===== src/rtl/ddr_frame_arbiter_pkg.sv =====
// Shared types for the DDR3 frame arbiter.
// State encoding and app command opcodes.
package ddr_arb_pkg;

  typedef enum logic [2:0] {
    IDLE,
    WR_CMD,
    WR_DATA,
    RD_CMD,
    RD_WAIT
  } arb_state_e;

  localparam logic [2:0] CMD_WR = 3'b000;
  localparam logic [2:0] CMD_RD = 3'b001;

  function automatic logic [5:0] burst_num(
    input logic [7:0] len
  );
    logic [7:0] m1;
    m1 = len - 8'd1;
    return m1[5:0];
  endfunction

endpackage


===== src/rtl/ddr_frame_arbiter_if.sv =====
// DDR3 IP app-side command and write-data handshake.
// master = arbiter, slave = memory controller IP.
interface ddr_frame_arbiter_if #(
  parameter int ADDR_W = 29
);

  logic              app_cmd_en;
  logic [2:0]        app_cmd;
  logic [ADDR_W-1:0] app_addr;
  logic [5:0]        app_burst_number;
  logic              app_wdf_wren;
  logic              app_wdf_end;
  logic              app_cmd_rdy;
  logic              app_wdf_rdy;
  logic              app_rd_data_valid;

  modport master (
    output app_cmd_en,
    output app_cmd,
    output app_addr,
    output app_burst_number,
    output app_wdf_wren,
    output app_wdf_end,
    input  app_cmd_rdy,
    input  app_wdf_rdy,
    input  app_rd_data_valid
  );

  modport slave (
    input  app_cmd_en,
    input  app_cmd,
    input  app_addr,
    input  app_burst_number,
    input  app_wdf_wren,
    input  app_wdf_end,
    output app_cmd_rdy,
    output app_wdf_rdy,
    output app_rd_data_valid
  );

endinterface


===== src/rtl/ddr_frame_arbiter_load_sync.sv =====
// Two-flop synchroniser plus rising-edge detect
// for the asynchronous frame-start levels.
module ddr_load_sync (
  input  logic clk,
  input  logic rst_n,
  input  logic async_in,
  output logic pulse
);

  logic [2:0] sync_q;
  logic [2:0] sync_d;

  always_comb begin
    sync_d = {sync_q[1:0], async_in};
  end

  always_ff @(posedge clk or negedge rst_n) begin
    if (!rst_n) begin
      sync_q <= '0;
    end else begin
      sync_q <= sync_d;
    end
  end

  assign pulse = sync_q[1] & ~sync_q[2];

endmodule


===== src/rtl/ddr_frame_arbiter.sv =====
// Burst arbiter between camera write FIFO and HDMI read FIFO,
// with double-buffered frame pages on the DDR3 app interface.
module ddr_frame_arbiter
  import ddr_arb_pkg::*;
#(
  parameter int ADDR_W      = 29,
  parameter int CNT_W       = 10,
  parameter int ADDR_STEP   = 8,
  parameter logic [ADDR_W-1:0] PAGE_OFS = 'h400000,
  parameter int RD_URGENT   = 64,
  parameter int RFIFO_DEPTH = 512
) (
  input  logic              clk,
  input  logic              sys_rst_n,
  input  logic              init_calib_complete,
  input  logic              wr_load,
  input  logic              rd_load,
  input  logic [ADDR_W-1:0] app_addr_wr_min,
  input  logic [ADDR_W-1:0] app_addr_wr_max,
  input  logic [ADDR_W-1:0] app_addr_rd_min,
  input  logic [ADDR_W-1:0] app_addr_rd_max,
  input  logic [7:0]        wr_burst_len,
  input  logic [7:0]        rd_burst_len,
  input  logic [CNT_W-1:0]  wfifo_cnt,
  input  logic [CNT_W-1:0]  rfifo_cnt,
  output logic              wfifo_rden,
  output logic              wr_page,
  output logic              rd_page,
  ddr_frame_arbiter_if.master app
);

  arb_state_e        state_q, state_d;
  logic [ADDR_W-1:0] wr_off_q, wr_off_d;
  logic [ADDR_W-1:0] rd_off_q, rd_off_d;
  logic              wr_page_q, wr_page_d;
  logic              rd_page_q, rd_page_d;
  logic              done_page_q, done_page_d;
  logic              wr_done_q, wr_done_d;
  logic              rd_done_q, rd_done_d;
  logic              wr_pend_q, wr_pend_d;
  logic              rd_pend_q, rd_pend_d;
  logic              last_rd_q, last_rd_d;
  logic [2:0]        cmd_q, cmd_d;
  logic [ADDR_W-1:0] addr_q, addr_d;
  logic [5:0]        bn_q, bn_d;
  logic [7:0]        len_q, len_d;
  logic [7:0]        beat_q, beat_d;

  logic              wr_pulse, rd_pulse;
  logic [ADDR_W-1:0] wr_ptr, rd_ptr;
  logic [ADDR_W-1:0] step;
  logic [CNT_W:0]    rfree;
  logic              rfit;
  logic              wr_ok, rd_ok, urgent;
  logic              grant_rd, grant_wr;
  logic              last_beat;
  logic              dpage;

  ddr_load_sync u_wr_sync (
    .clk      (clk),
    .rst_n    (sys_rst_n),
    .async_in (wr_load),
    .pulse    (wr_pulse)
  );

  ddr_load_sync u_rd_sync (
    .clk      (clk),
    .rst_n    (sys_rst_n),
    .async_in (rd_load),
    .pulse    (rd_pulse)
  );

  // Pointers are kept as offsets from min so reset lands on min.
  assign wr_ptr = app_addr_wr_min + wr_off_q;
  assign rd_ptr = app_addr_rd_min + rd_off_q;
  assign step   = ADDR_W'(len_q) * ADDR_W'(ADDR_STEP);

  assign rfree  = (CNT_W+1)'(RFIFO_DEPTH) - {1'b0, rfifo_cnt};
  assign rfit   = ({1'b0, rfifo_cnt} <= (CNT_W+1)'(RFIFO_DEPTH))
               && (rfree >= (CNT_W+1)'(rd_burst_len));

  assign wr_ok  = !wr_done_q
               && (wfifo_cnt >= CNT_W'(wr_burst_len));
  assign rd_ok  = !rd_done_q && rfit;
  assign urgent = rfifo_cnt < CNT_W'(RD_URGENT);

  assign grant_rd = rd_ok
                 && (urgent || !wr_ok || !last_rd_q);
  assign grant_wr = wr_ok && !grant_rd;

  assign last_beat = beat_q == (len_q - 8'd1);

  always_comb begin
    state_d     = state_q;
    wr_off_d    = wr_off_q;
    rd_off_d    = rd_off_q;
    wr_page_d   = wr_page_q;
    rd_page_d   = rd_page_q;
    done_page_d = done_page_q;
    wr_done_d   = wr_done_q;
    rd_done_d   = rd_done_q;
    wr_pend_d   = wr_pend_q | wr_pulse;
    rd_pend_d   = rd_pend_q | rd_pulse;
    last_rd_d   = last_rd_q;
    cmd_d       = cmd_q;
    addr_d      = addr_q;
    bn_d        = bn_q;
    len_d       = len_q;
    beat_d      = beat_q;
    dpage       = done_page_q;

    unique case (state_q)
      IDLE: begin
        if (wr_pend_q || rd_pend_q) begin
          if (wr_pend_q) begin
            if (wr_done_q) dpage = wr_page_q;
            wr_page_d = ~wr_page_q;
            wr_off_d  = '0;
            wr_done_d = app_addr_wr_min >= app_addr_wr_max;
            wr_pend_d = wr_pulse;
          end
          // Reader follows the page the writer just finished.
          if (rd_pend_q) begin
            rd_page_d = dpage;
            rd_off_d  = '0;
            rd_done_d = app_addr_rd_min >= app_addr_rd_max;
            rd_pend_d = rd_pulse;
          end
          done_page_d = dpage;
        end else if (init_calib_complete
                     && (grant_rd || grant_wr)) begin
          beat_d    = '0;
          last_rd_d = grant_rd;
          if (grant_rd) begin
            state_d = RD_CMD;
            cmd_d   = CMD_RD;
            addr_d  = rd_ptr + (rd_page_q ? PAGE_OFS : '0);
            len_d   = rd_burst_len;
          end else begin
            state_d = WR_CMD;
            cmd_d   = CMD_WR;
            addr_d  = wr_ptr + (wr_page_q ? PAGE_OFS : '0);
            len_d   = wr_burst_len;
          end
          bn_d = burst_num(len_d);
        end
      end
      WR_CMD: begin
        if (app.app_cmd_rdy) state_d = WR_DATA;
      end
      WR_DATA: begin
        if (app.app_wdf_rdy) begin
          beat_d = beat_q + 8'd1;
          if (last_beat) begin
            state_d   = IDLE;
            wr_off_d  = wr_off_q + step;
            wr_done_d = (wr_ptr + step) >= app_addr_wr_max;
          end
        end
      end
      RD_CMD: begin
        if (app.app_cmd_rdy) state_d = RD_WAIT;
      end
      RD_WAIT: begin
        if (app.app_rd_data_valid) begin
          beat_d = beat_q + 8'd1;
          if (last_beat) begin
            state_d   = IDLE;
            rd_off_d  = rd_off_q + step;
            rd_done_d = (rd_ptr + step) >= app_addr_rd_max;
          end
        end
      end
      default: state_d = IDLE;
    endcase
  end

  always_ff @(posedge clk or negedge sys_rst_n) begin
    if (!sys_rst_n) begin
      state_q     <= IDLE;
      wr_off_q    <= '0;
      rd_off_q    <= '0;
      wr_page_q   <= 1'b0;
      rd_page_q   <= 1'b0;
      done_page_q <= 1'b0;
      wr_done_q   <= 1'b0;
      rd_done_q   <= 1'b0;
      wr_pend_q   <= 1'b0;
      rd_pend_q   <= 1'b0;
      last_rd_q   <= 1'b1;
      cmd_q       <= CMD_WR;
      addr_q      <= '0;
      bn_q        <= '0;
      len_q       <= '0;
      beat_q      <= '0;
    end else begin
      state_q     <= state_d;
      wr_off_q    <= wr_off_d;
      rd_off_q    <= rd_off_d;
      wr_page_q   <= wr_page_d;
      rd_page_q   <= rd_page_d;
      done_page_q <= done_page_d;
      wr_done_q   <= wr_done_d;
      rd_done_q   <= rd_done_d;
      wr_pend_q   <= wr_pend_d;
      rd_pend_q   <= rd_pend_d;
      last_rd_q   <= last_rd_d;
      cmd_q       <= cmd_d;
      addr_q      <= addr_d;
      bn_q        <= bn_d;
      len_q       <= len_d;
      beat_q      <= beat_d;
    end
  end

  assign app.app_cmd_en       = (state_q == WR_CMD)
                             || (state_q == RD_CMD);
  assign app.app_cmd          = cmd_q;
  assign app.app_addr         = addr_q;
  assign app.app_burst_number = bn_q;
  assign app.app_wdf_wren     = (state_q == WR_DATA)
                             && app.app_wdf_rdy;
  assign app.app_wdf_end      = app.app_wdf_wren && last_beat;
  assign wfifo_rden           = app.app_wdf_wren;
  assign wr_page              = wr_page_q;
  assign rd_page              = rd_page_q;

endmodule

===== src/flat_wrapper.sv =====
// flat-port wrapper written by rule: the top's interface ports become plain ports
module ddr_frame_arbiter_flat import ddr_arb_pkg::*;
#(
  parameter int ADDR_W      = 29,
  parameter int CNT_W       = 10,
  parameter int ADDR_STEP   = 8,
  parameter logic [ADDR_W-1:0] PAGE_OFS = 'h400000,
  parameter int RD_URGENT   = 64,
  parameter int RFIFO_DEPTH = 512
)
  (clk, sys_rst_n, init_calib_complete, wr_load, rd_load, app_addr_wr_min, app_addr_wr_max, app_addr_rd_min, app_addr_rd_max, wr_burst_len, rd_burst_len, wfifo_cnt, rfifo_cnt, wfifo_rden, wr_page, rd_page, app_app_cmd_en, app_app_cmd, app_app_addr, app_app_burst_number, app_app_wdf_wren, app_app_wdf_end, app_app_cmd_rdy, app_app_wdf_rdy, app_app_rd_data_valid);
  ddr_frame_arbiter_if #(.ADDR_W(ADDR_W)) app_i ();
  input  logic clk;
  input  logic sys_rst_n;
  input  logic init_calib_complete;
  input  logic wr_load;
  input  logic rd_load;
  input  logic [ADDR_W-1:0] app_addr_wr_min;
  input  logic [ADDR_W-1:0] app_addr_wr_max;
  input  logic [ADDR_W-1:0] app_addr_rd_min;
  input  logic [ADDR_W-1:0] app_addr_rd_max;
  input  logic [7:0] wr_burst_len;
  input  logic [7:0] rd_burst_len;
  input  logic [CNT_W-1:0] wfifo_cnt;
  input  logic [CNT_W-1:0] rfifo_cnt;
  output logic wfifo_rden;
  output logic wr_page;
  output logic rd_page;
  output wire logic [$bits(app_i.app_cmd_en)-1:0] app_app_cmd_en;
  output wire logic [$bits(app_i.app_cmd)-1:0] app_app_cmd;
  output wire logic [$bits(app_i.app_addr)-1:0] app_app_addr;
  output wire logic [$bits(app_i.app_burst_number)-1:0] app_app_burst_number;
  output wire logic [$bits(app_i.app_wdf_wren)-1:0] app_app_wdf_wren;
  output wire logic [$bits(app_i.app_wdf_end)-1:0] app_app_wdf_end;
  input wire logic [$bits(app_i.app_cmd_rdy)-1:0] app_app_cmd_rdy;
  input wire logic [$bits(app_i.app_wdf_rdy)-1:0] app_app_wdf_rdy;
  input wire logic [$bits(app_i.app_rd_data_valid)-1:0] app_app_rd_data_valid;
  assign app_app_cmd_en = app_i.app_cmd_en;
  assign app_app_cmd = app_i.app_cmd;
  assign app_app_addr = app_i.app_addr;
  assign app_app_burst_number = app_i.app_burst_number;
  assign app_app_wdf_wren = app_i.app_wdf_wren;
  assign app_app_wdf_end = app_i.app_wdf_end;
  assign app_i.app_cmd_rdy = app_app_cmd_rdy;
  assign app_i.app_wdf_rdy = app_app_wdf_rdy;
  assign app_i.app_rd_data_valid = app_app_rd_data_valid;
  ddr_frame_arbiter #(.ADDR_W(ADDR_W), .CNT_W(CNT_W), .ADDR_STEP(ADDR_STEP), .PAGE_OFS(PAGE_OFS), .RD_URGENT(RD_URGENT), .RFIFO_DEPTH(RFIFO_DEPTH)) u_core (.clk(clk), .sys_rst_n(sys_rst_n), .init_calib_complete(init_calib_complete), .wr_load(wr_load), .rd_load(rd_load), .app_addr_wr_min(app_addr_wr_min), .app_addr_wr_max(app_addr_wr_max), .app_addr_rd_min(app_addr_rd_min), .app_addr_rd_max(app_addr_rd_max), .wr_burst_len(wr_burst_len), .rd_burst_len(rd_burst_len), .wfifo_cnt(wfifo_cnt), .rfifo_cnt(rfifo_cnt), .wfifo_rden(wfifo_rden), .wr_page(wr_page), .rd_page(rd_page), .app(app_i));
endmodule

===== config.mk =====
export PLATFORM = sky130hd
export DESIGN_NAME = ddr_frame_arbiter_flat
export DESIGN_NICKNAME = d
export VERILOG_FILES = /design/src/rtl/ddr_frame_arbiter_pkg.sv /design/src/rtl/ddr_frame_arbiter_if.sv /design/src/rtl/ddr_frame_arbiter_load_sync.sv /design/src/rtl/ddr_frame_arbiter.sv /design/src/flat_wrapper.sv
export SDC_FILE = /design/constraint.sdc
export NUM_CORES = 1
export LEC_CHECK = 0
export ABC_CLOCK_PERIOD_IN_PS = 5380
export CAP_MARGIN = 0
export CORE_MARGIN = 8
export CORE_UTILIZATION = 40
export DETAILED_ROUTE_END_ITERATION = 7
export GPL_TIMING_DRIVEN = 1
export PLACE_DENSITY = 0.67
export SLEW_MARGIN = 20
export SYNTH_ARGS = -nofsm -noshare
export SYNTH_HDL_FRONTEND = slang
export SYNTH_SLANG_ARGS = --single-unit

===== constraint.sdc =====
create_clock -name clk -period 5.38 [get_ports clk]
set_input_delay 1.076 -clock clk [delete_from_list [all_inputs] [get_ports clk]]
set_output_delay 1.076 -clock clk [all_outputs]
set_load 0.005 [all_outputs]

==> results of run 1 <==
==> cells in the final DEF, fill, tap and decap left out, types with 9 or more instances in the layout <==
cell,synthesis,layout
o21a_1,25,25
a31oi_1,12,12
nand2_1,165,165
nor2b_1,24,23
nor3_1,28,27
ha_1,222,210
o21bai_1,16,16
buf_4,4,213
a21o_1,40,40
mux2i_1,28,28
nand4_1,44,44
or3_1,14,14
o31ai_1,26,26
xor2_1,45,43
mux2_2,9,9
nand2b_1,27,26
and3_1,23,23
a21oi_1,141,133
dlymetal6s2s_1,0,9
and2_1,10,10
or4_1,21,19
xnor2_1,92,88
ha_4,0,11
a211oi_1,16,12
nand3_1,52,52
o211ai_1,13,13
clkbuf_16,0,17
o21ai_1,15,14
dfrtp_1,120,120
inv_1,118,118
o21ai_0,103,99
nor2_1,109,108
clkdlybuf4s50_1,0,188
==> synthesized netlist by cell type, drive strengths merged (4+ instances only) <==
master / n
ha: 222
nand2: 165
a21oi: 144
dfrtp: 120
o21ai: 119
inv: 118
nor2: 109
xnor2: 93
nand3: 53
xor2: 45
nand4: 44
a21o: 40
clkbuf: 29
nor3: 29
mux2i: 28
nand2b: 27
o31ai: 26
buf: 25
o21a: 25
nor2b: 24
and3: 23
or4: 22
a211oi: 16
o21bai: 16
nor4: 14
or3: 14
o211ai: 13
a31oi: 12
and2: 11
mux2: 9
o311ai: 7
o41ai: 7
or2: 6
and4: 5
o22ai: 5
a2111oi: 4
a211o: 4
fa: 4
nand3b: 4
nor3b: 4
==> cells by family after synthesis <==
kind of cell | count (synthesis) | synth area share (%)
compound gates | 479 | 21.72
xor+xnor | 138 | 8.611
fa+ha+maj | 226 | 20.23
buf+inv | 172 | 4.837
flops | 121 | 21.45
mux | 37 | 2.702
other cells | 1 | 0.02655
simple gates | 563 | 20.42
==> layer usage <==
layer | GRT usage, % | vias to the layer above | part of all wire (%)
met3 | 2.536 | 87 | 4.2
met4 | 8.728 | 0 | 3.4
met1 | 28.24 | 6908 | 44
met5 | 0 | - | 0
li1 | - | 7129 | -
met2 | 39.20 | 387 | 49
==> area by class of cell <==
class                      instances  area [µm²]  area share [%]
tap                              461       576.8           3.030
inverter                         118       442.9           2.326
multi-input combinational       1445       10780           56.62
clock buffer                      17       425.4           2.234
timing repair buffer             415        3631           19.07
sequential                       121        3029           15.91
clock inverter                    15       152.6          0.8018
==> registers in the layout (all words and copies together) (netlist names), 3 cells and up <==
name / cells
u_core.len_q: 8
u_core.rd_off_q: 26
u_core.u_rd_sync.sync_q: 3
u_core.beat_q: 8
u_core.u_wr_sync.sync_q: 3
u_core.app.app_burst_number: 6
u_core.wr_off_q: 26
u_core.app.app_addr: 29
u_core.state_q: 3
==> worst min path at each step <==
stage,from,end,slack [ps],cells past startpoint
3_5_place_dp,u_core.u_rd_sync.sync_q[0],u_core.u_rd_sync.sync_q[1],340,0
6_report,u_core.u_rd_sync.sync_q[0],u_core.u_rd_sync.sync_q[1],360,0
3_3_place_gp,u_core.u_rd_sync.sync_q[0],u_core.u_rd_sync.sync_q[1],340,0
2_1_floorplan,u_core.u_rd_sync.sync_q[0],u_core.u_rd_sync.sync_q[1],330,0
4_1_cts,u_core.u_rd_sync.sync_q[0],u_core.u_rd_sync.sync_q[1],360,0
5_1_grt,u_core.u_rd_sync.sync_q[0],u_core.u_rd_sync.sync_q[1],370,0
==> power breakdown <==
part | total (mW) | switching, mW | internal (mW)
registers | 1.43 | 0.294 | 1.14
clock network | 1.14 | 0.525 | 0.616
logic | 4.38 | 2.26 | 2.12
total | 6.95 | 3.08 | 3.87
==> repair_timing <==
item | 4_1_cts | 5_1_grt
pin swaps | 3 | 32
endpoints found under the setup margin | 2 | 2
setup buffers | 2 | 4
resized for setup | 14 | 57
==> metrics, run 1 <==
outcome complete, no violations; synthesized cell area 0.01412 mm²; core box area between 0.03 and 0.04 mm²; Site Rows 69; crit start category input port; Vias between 10000 and 15000; worst setup path startpoint app_addr_wr_min[4]; max_slew headroom between 30 and 40%; main area contributors after synthesis dfrtp_1 21%, ha_1 20%, xnor2_1 5.7%; Worst IR Drop VDD 0.0002463 V; gr usage total between 20% and 30%; worst hold-check path type reg2reg; fraction of layout instances using a drive strength above 1 15.81%; Leak between 8 and 9 nW; Antenna Nets Post-Route 0; 1st-iter DRT viols 744; Power Dens Cells 365.1 mW/mm²; final count of negative-setup-slack endpoints 0; Crit path largest cell delay 560 ps; final hold slack 355.2 ps; CTS Sinks between 100 and 150; P&R area growth vs syn 34.80%; hold_buf cts 0; clk slew on worst S/H paths 80 ps; clock root cell clkbuf_16; routed vias/inst approximately 5.6; CP max FO 3; area leader, netlist dfrtp_1; nets@finish 2504; RR Endpoint u_core.wr_done_q; register area share after synthesis between 20 and 25%; H-tree Lvls 4; fin crit period 5218 ps; Post-Place Cells 2555; Starting Density approximately 40%; Yosys reg bits 121; DR pass1 iterations 7; Layout Cells excl Fill 2592; Post-synth EDFFs 0; flop-to-flop setup slack a little over 400 ps; Die X 203.9 µm; Post-synth top flop dfrtp_1; first-pass GRT wire length between 70000 and 80000 µm; Crit path arrival time 5540 ps; overall power 6.951 mW; WP depth 23; ys async rst share 100.0%; CP Buf/Inv Count 1; Fmax 191.7 MHz; number of CTS-inserted buffers 17; I/O Buffers between 200 and 250; Crit Reg-Reg Startpoint u_core.wr_off_q[4]; worst clock skew 17.94 ps; Worst Path Class, Setup in2reg; gpl congestion 0.9366; Max Root-Sink Buffers 2; Post-DP HPWL 40190 µm; CP cell instances clkbuf_2, ha_4, a21oi_4, o21ai_2, and2b_1, nand2b_4, a21oi_4, xnor2_2, ha_1, o21a_1, o31a_1, o21ai_2, or4_4, nor4_4, xor2_1, ha_1, a21o_1, a21o_1, a211oi_2, nand3_1, a31oi_1, o21ai_1, a41o_1; average wire per standard cell 18.82 µm; initial antenna violation count 0; die area 0.04158 mm²; pre-CTS setup slack -690.2 ps; Synth cell types 86; average cell area after synthesis 8.131 µm²; cell family with most CP delay compound AO/OA/AOI/OAI gates; required time of the worst setup path 5700 ps; number of global-route vias before repair between 10000 and 15000; CTS tree done; Gate Count Post-Synth 1737; worst slew pin tran 982.6 ps; DP Area 0.01808 mm²; period utilisation layout a little over nine tenths; Slowest cell on crit path or4_4; fin util 54.18%; max_cap viols 0; final instance area 0.01904 mm²; TNS Setup 0 ps; Setup crit end kind flip-flop; FF-to-FF path depth 22; Final WS setup 162.4 ps; Syn. warnings 0; I/O pin total 204; fill count 3286; CP endpoint u_core.wr_done_q; GRT Residual Overflow 0; largest net degree at the start of global routing 59; Fin. Hold Viols 0; Worst-Skew Late Latency 440 ps; Die Ht 203.9 µm; Yosys top cell area share about a fifth; Residual DRC 0; final WL 48780 µm; diode count 0; Pins Over Slew Limit 0
Note: power is estimated with default switching activity, not from simulation.
==> inputs of run 2 (changes only) <==
--- a/config.mk
+++ b/config.mk
@@ -11,7 +11,7 @@
 export CORE_UTILIZATION = 40
 export DETAILED_ROUTE_END_ITERATION = 7
 export GPL_TIMING_DRIVEN = 1
-export PLACE_DENSITY = 0.67
+export PLACE_DENSITY = 0.66
 export SLEW_MARGIN = 20
 export SYNTH_ARGS = -nofsm -noshare
 export SYNTH_HDL_FRONTEND = slang
==> run 2 against run 1 <==
- power is 0.15% higher
- global-route usage is 0.24 points higher
- flip-flop and latch count stayed put
- clock power hardly changed
- register-to-register slack better by 220 ps
- non-clock buffer count is 5 higher
- core utilization is 0.15 points higher
- hold slack worse by 4.6 ps
- die area stayed put
- largest cell class unchanged
- highest routed layer unchanged
==> metrics, run 2 (synthesis results as in run 1) <==
largest net degree at the start of global routing 61 (+3.4%); CP cell instances clkdlybuf4s50_1, ha_2, nand3_1, o22ai_2, nor2_1, xnor2_1, ha_1, nor2b_1, o41a_1, buf_4, nand2_1, xnor2_1, ha_1, a21o_1, a21o_1, a21oi_2, nor2_1, a2111oi_2, buf_4, a21oi_2, o21ai_1, o211ai_1; final WL 48640 µm (-0.28%); Post-DP HPWL 40560 µm (+0.92%); clk slew on worst S/H paths 70 ps (about the same); worst hold-check path type reg2reg; Residual DRC 0 (unchanged); routed vias/inst 5.545 (-0.96%); max_cap viols 0 (unchanged); GRT Residual Overflow 0 (unchanged); most frequent cells in the layout 218 x buf_4, 209 x ha_1, 191 x clkdlybuf4s50_1; average wire per standard cell 18.73 µm (-0.47%); I/O pin total 204 (unchanged); required time of the worst setup path 5670 ps (-30 ps); number of global-route vias before repair 14420 (-1.5%); Antenna Nets Post-Route 0 (unchanged); Power Dens Cells 364.6 mW/mm² (-0.13%); most common cell after layout, fill and taps aside buf_4; CTS Sinks 121 (unchanged); pre-CTS setup slack -654.4 ps (+35.74 ps); Crit path largest cell delay 450 ps (-110 ps); Max Root-Sink Buffers 2 (unchanged); gr usage total 22.79% (+0.24 points); worst clock skew 13.96 ps (-3.985 ps); flop-to-flop setup slack 630 ps (+220 ps); overall power 6.961 mW (+0.15%); wl on met1 21900 µm (+2.4%); fin crit period 5294 ps (+76.06 ps); Fin. Hold Viols 0 (unchanged); met2 wire length 23940 µm (+0.97%); Vias 14400 (-0.76%); top layer in use met4; Crit path arrival time 5590 ps (+50 ps); CTS tree done; Met3 Routed Length 1741 µm (-15%); worst slew pin tran 941.9 ps (-40.73 ps); initial antenna violation count 0 (unchanged); outcome complete, no violations; gpl congestion 0.9703 (+3.6%); Worst IR Drop VDD 0.0002331 V (-5.3%); hold_buf cts 0 (unchanged); Starting Density 40.20% (unchanged); Die X 203.9 µm (unchanged); max_slew headroom 36.98% (+4.2 points); final count of negative-setup-slack endpoints 0 (unchanged); crit start category input port; Leak 8.863 nW (about the same); Worst Path Class, Setup in2reg; die area 0.04158 mm² (unchanged); I/O Buffers 201 (unchanged); Die Ht 203.9 µm (unchanged); DR pass1 iterations 4 (-3); Fmax 188.9 MHz (-1.4%); P&R area growth vs syn 35.18%; CP max FO 3 (unchanged); clock root cell clkbuf_16; Final WS setup 86.38 ps (-76.06 ps); first-pass GRT wire length 76500 µm (+0.99%); final instance area 0.01909 mm² (+0.28%); max reg flops 29 (unchanged); period utilisation layout 98.39% (+1.4 points); core box area 0.03514 mm² (unchanged); H-tree Lvls 4 (unchanged); Site Rows 69 (unchanged); Setup crit end kind flip-flop; diode count 0 (unchanged); nets@finish 2509 (+0.20%); DP Area 0.01811 mm² (+0.19%); Slowest cell on crit path clkdlybuf4s50_1; number of CTS-inserted buffers 17 (unchanged); Pins Over Slew Limit 0 (unchanged); 1st-iter DRT viols 760 (+2.2%); fraction of layout instances using a drive strength above 1 15.92% (+0.10 points); Worst-Skew Late Latency 440 ps (about the same)
run 2: changes by cell type in the layout (fill, tap and decap cells not counted), moves of 3 or more:
cell | before | now
a21oi_2 | 7 | 12
buf_4 | 213 | 218
o21ai_1 | 14 | 17
a21oi_1 | 133 | 129
clkbuf_2 | 3 | 0
clkdlybuf4s50_1 | 188 | 191
run 2: worst paths after layout:
path,cells past startpoint,start,to
worst max-delay path,22,app_addr_rd_min[5],u_core.rd_done_q
worst min-delay path,0,u_core.u_wr_sync.sync_q[0],u_core.u_wr_sync.sync_q[1]
worst max register to register,22,u_core.rd_off_q[4],u_core.rd_done_q
worst min register to register,0,u_core.u_wr_sync.sync_q[0],u_core.u_wr_sync.sync_q[1]
max in group asynchronous,2,sys_rst_n,u_core.rd_off_q[6]
min in group asynchronous,1,sys_rst_n,u_core.wr_off_q[20]
run 2: cell type report:
cell class                      instances  area, µm²
Fill cell                            3276      16050
Multi-Input combinational cell       1445      10780
Timing Repair Buffer                  420       3685
Sequential cell                       121       3029
Tap cell                              461      576.8
Inverter                              118      442.9
Clock buffer                           17      425.4
Clock inverter                         15      152.6
run 2: repair_timing:
action / 4_1_cts / 5_1_grt
hold endpoints to repair: 0 / 0
buffers inserted: 0 / 7
pin swaps: 7 / 29
gates resized for setup: 10 / 56
setup endpoints to repair: 2 / 2
run 2: where the power goes:
group / switching, mW / total (mW) / internal [mW]
clock: 0.520 / 1.14 / 0.616
combinational: 2.26 / 4.37 / 2.12
sequential: 0.313 / 1.45 / 1.14
total: 3.09 / 6.96 / 3.87
run 2: stage by stage:
step / instances / utilization, % / hold slack [ps] / TNS, ps
3_3_place_gp: 2558 / 51.54 / 335.3 / -856.3
3_5_place_dp: 2558 / 51.54 / 335.5 / -1169
6_report: 2597 / 54.34 / 350.5 / 0
4_1_cts: 2590 / 53.33 / 352.7 / 0
2_1_floorplan: 1738 / - / 331.2 / 0
5_1_grt: 2597 / 54.34 / 371.8 / -11.75
run 2: critical path, delay by kind of cell:
family,cells,cell delay [ps]
XOR/XNOR,2,390
buffers and inverters,3,790
AND/OR/NAND/NOR,5,510
AO/OA/AOI/OAI,9,1880
adder cells (fa/ha/maj),3,940
run 2: layer usage:
| layer | GRT usage (%) | up-vias |
|---|---|---|
| met5 | 0 | - |
| met4 | 5.905 | 0 |
| met3 | 2.774 | 69 |
| met2 | 40.50 | 294 |
| met1 | 28.78 | 6894 |
| li1 | - | 7143 |
==> inputs of run 3 (changes only) <==
--- a/config.mk
+++ b/config.mk
@@ -8,10 +8,10 @@
 export ABC_CLOCK_PERIOD_IN_PS = 5380
 export CAP_MARGIN = 0
 export CORE_MARGIN = 8
-export CORE_UTILIZATION = 40
+export CORE_UTILIZATION = 55
 export DETAILED_ROUTE_END_ITERATION = 7
 export GPL_TIMING_DRIVEN = 1
-export PLACE_DENSITY = 0.66
+export PLACE_DENSITY = 0.85
 export SLEW_MARGIN = 20
 export SYNTH_ARGS = -nofsm -noshare
 export SYNTH_HDL_FRONTEND = slang
==> run 3 against run 2 <==
- first-iteration DRC count up 66%
- flip-flop and latch count stayed put
- fmax is 0.82% higher
- global-route usage rose by 7.5 points
- final area is 1.9% lower
- routed wire length is 2.7% higher
- critical path depth increased by 4
- die area is 25% lower
- critical path type unchanged
==> metrics, run 3 (synthesis results as in run 1) <==
CTS tree done; Worst Path Class, Setup in2reg; average wire per standard cell 20.37 µm (+8.8%); Register Area 0.003029 mm² (unchanged); most common cell after layout, fill and taps aside ha_1; outcome complete, no violations; Crit path arrival time 5560 ps (-30 ps); 1st-iter DRT viols 1263 (+66%); diode count 0 (unchanged); Post-DP HPWL 39070 µm (-3.7%); max_slew headroom 26.54% (-10 points); gr usage total 30.29% (+7.5 points); Crit path largest cell delay 570 ps (+120 ps); core box area 0.02518 mm² (-28%); Fin. Hold Viols 0 (unchanged); Power Dens Cells 380.2 mW/mm² (+4.3%); Die Ht 176.2 µm (-14%); Pins Over Slew Limit 0 (unchanged); DR pass1 iterations 5 (+1); I/O Buffers 201 (unchanged); Worst-Skew Late Latency 430 ps (about the same); cell family with most CP delay compound AO/OA/AOI/OAI gates; CP Buf/Inv Count 2 (-1); Worst IR Drop VDD 0.0002530 V (+8.5%); area of the multi-input gates 0.01070 mm² (-0.77%); fin util 74.41% (+20 points); CP max FO 5 (+2); largest net degree at the start of global routing 52 (-15%); Vias 15360 (+6.7%); worst slew pin tran 1098 ps (+156.0 ps); P&R area growth vs syn 32.66%; CTS Sinks 121 (unchanged); fill count 1780 (-46%); Leak 8.785 nW (-0.88%); H-tree Lvls 4 (unchanged); GRT Residual Overflow 0 (unchanged); Fmax 190.5 MHz (+0.82%); pre-CTS setup slack -668.6 ps (-14.14 ps); initial antenna violation count 0 (unchanged); fraction of layout instances using a drive strength above 1 14.95% (-0.97 points); worst hold-check path type reg2reg; Final WS setup 129.4 ps (+43.00 ps); Starting Density 56.09% (+16 points); crit start category input port; final WL 49940 µm (+2.7%); period utilisation layout 97.60% (-0.80 points); most frequent cells in the layout 216 x ha_1, 202 x buf_4, 194 x clkdlybuf4s50_1; I/O pin total 204 (unchanged); first-pass GRT wire length 76420 µm (about the same); routed vias/inst 6.268 (+13%); nets@finish 2494 (-0.60%); Setup crit end kind flip-flop; clock root cell clkbuf_16; number of global-route vias before repair 15180 (+5.3%); required time of the worst setup path 5690 ps (+20 ps); clk slew on worst S/H paths 60 ps (about the same); max reg flops 29 (unchanged); Die X 176.2 µm (-14%); Site Rows 58 (-16%); gpl congestion 0.9452 (-2.6%); final count of negative-setup-slack endpoints 0 (unchanged); Residual DRC 0 (unchanged); max_cap viols 0 (unchanged); worst clock skew 10.19 ps (-3.768 ps); fin crit period 5251 ps (-43.00 ps); Max Root-Sink Buffers 2 (unchanged); Slowest cell on crit path or4_4; die area 0.03106 mm² (-25%); Antenna Nets Post-Route 0 (unchanged); number of CTS-inserted buffers 17 (unchanged)
## run 3: where the power goes
| group | total (mW) | internal (mW) | switching [mW] |
|---|---|---|---|
| sequential | 1.45 | 1.14 | 0.311 |
| clock | 1.15 | 0.698 | 0.453 |
| combinational | 4.52 | 2.12 | 2.41 |
## run 3: routing by layer
layer	global-route usage (%)	routed length (µm)	vias up
met2	51.65	23770	768
met5	0	0	-
met3	4.315	3547	200
li1	-	-	7101
met4	15.01	2775	0
met1	36.92	19850	7293
## run 3: cell type report
type / count / share of cell area [%]
Multi-Input combinational cell: 1445 / 57.10
Clock buffer: 19 / 2.364
Sequential cell: 121 / 16.17
Inverter: 118 / 2.364
Clock inverter: 13 / 0.7746
Timing Repair Buffer: 405 / 19.03
Tap cell: 330 / 2.204
## run 3: worst register-to-register path, cell delays in order (launching register included)
cell and delay (ps):
dfrtp_1 480, ha_4 330, a21oi_4 60, buf_4 140, buf_4 130, xnor2_1 140, ha_1 350, a21o_1 140
a21oi_1 100, o21bai_1 180, a21oi_1 150, o21ai_1 210, nand2_1 130, or4_4 480, nor4b_4 340, xnor2_1 100
ha_1 190, a21o_1 170, a21o_1 180, a211oi_2 210, nand3_1 110, a31oi_1 170, o21ai_1 90, a41o_1 230
## run 3: path summary, 6_finish.rpt
kind / from / to / slack, ps / cells after the start
setup / recovery: app_addr_wr_min[6] / u_core.wr_done_q / 130 / 26
hold / removal: u_core.u_wr_sync.sync_q[0] / u_core.u_wr_sync.sync_q[1] / 360 / 0
setup reg to reg: u_core.wr_off_q[4] / u_core.wr_done_q / 450 / 23
hold reg to reg: u_core.u_wr_sync.sync_q[0] / u_core.u_wr_sync.sync_q[1] / 360 / 0
max in group asynchronous: sys_rst_n / u_core.app.app_addr[3] / 3660 / 2
min in group asynchronous: sys_rst_n / u_core.wr_off_q[22] / 670 / 1
## run 3: per-stage QoR
| stage | power (mW) | hold slack (ps) | setup TNS [ps] | instance area (µm²) | std cells |
|---|---|---|---|---|---|
| after floorplan | 3.782 | 331.2 | 0 | 14140 | 1738 |
| after global placement | 5.397 | 335.9 | -788.6 | 17800 | 2408 |
| after detailed placement | 5.601 | 359.6 | -1019 | 17800 | 2408 |
| after CTS | 6.836 | 373.8 | 0 | 18480 | 2442 |
| after global routing | 7.545 | 371.9 | -130.2 | 18740 | 2451 |
| final | 7.125 | 363.0 | 0 | 18740 | 2451 |
## run 3: timing repair
| action | in CTS | in global routing |
|---|---|---|
| setup endpoints to repair | 1 | 2 |
| hold buffers | 0 | 0 |
| resized for setup | 15 | 45 |
| buffers inserted | 2 | 9 |
| pin swaps | 7 | 28 |
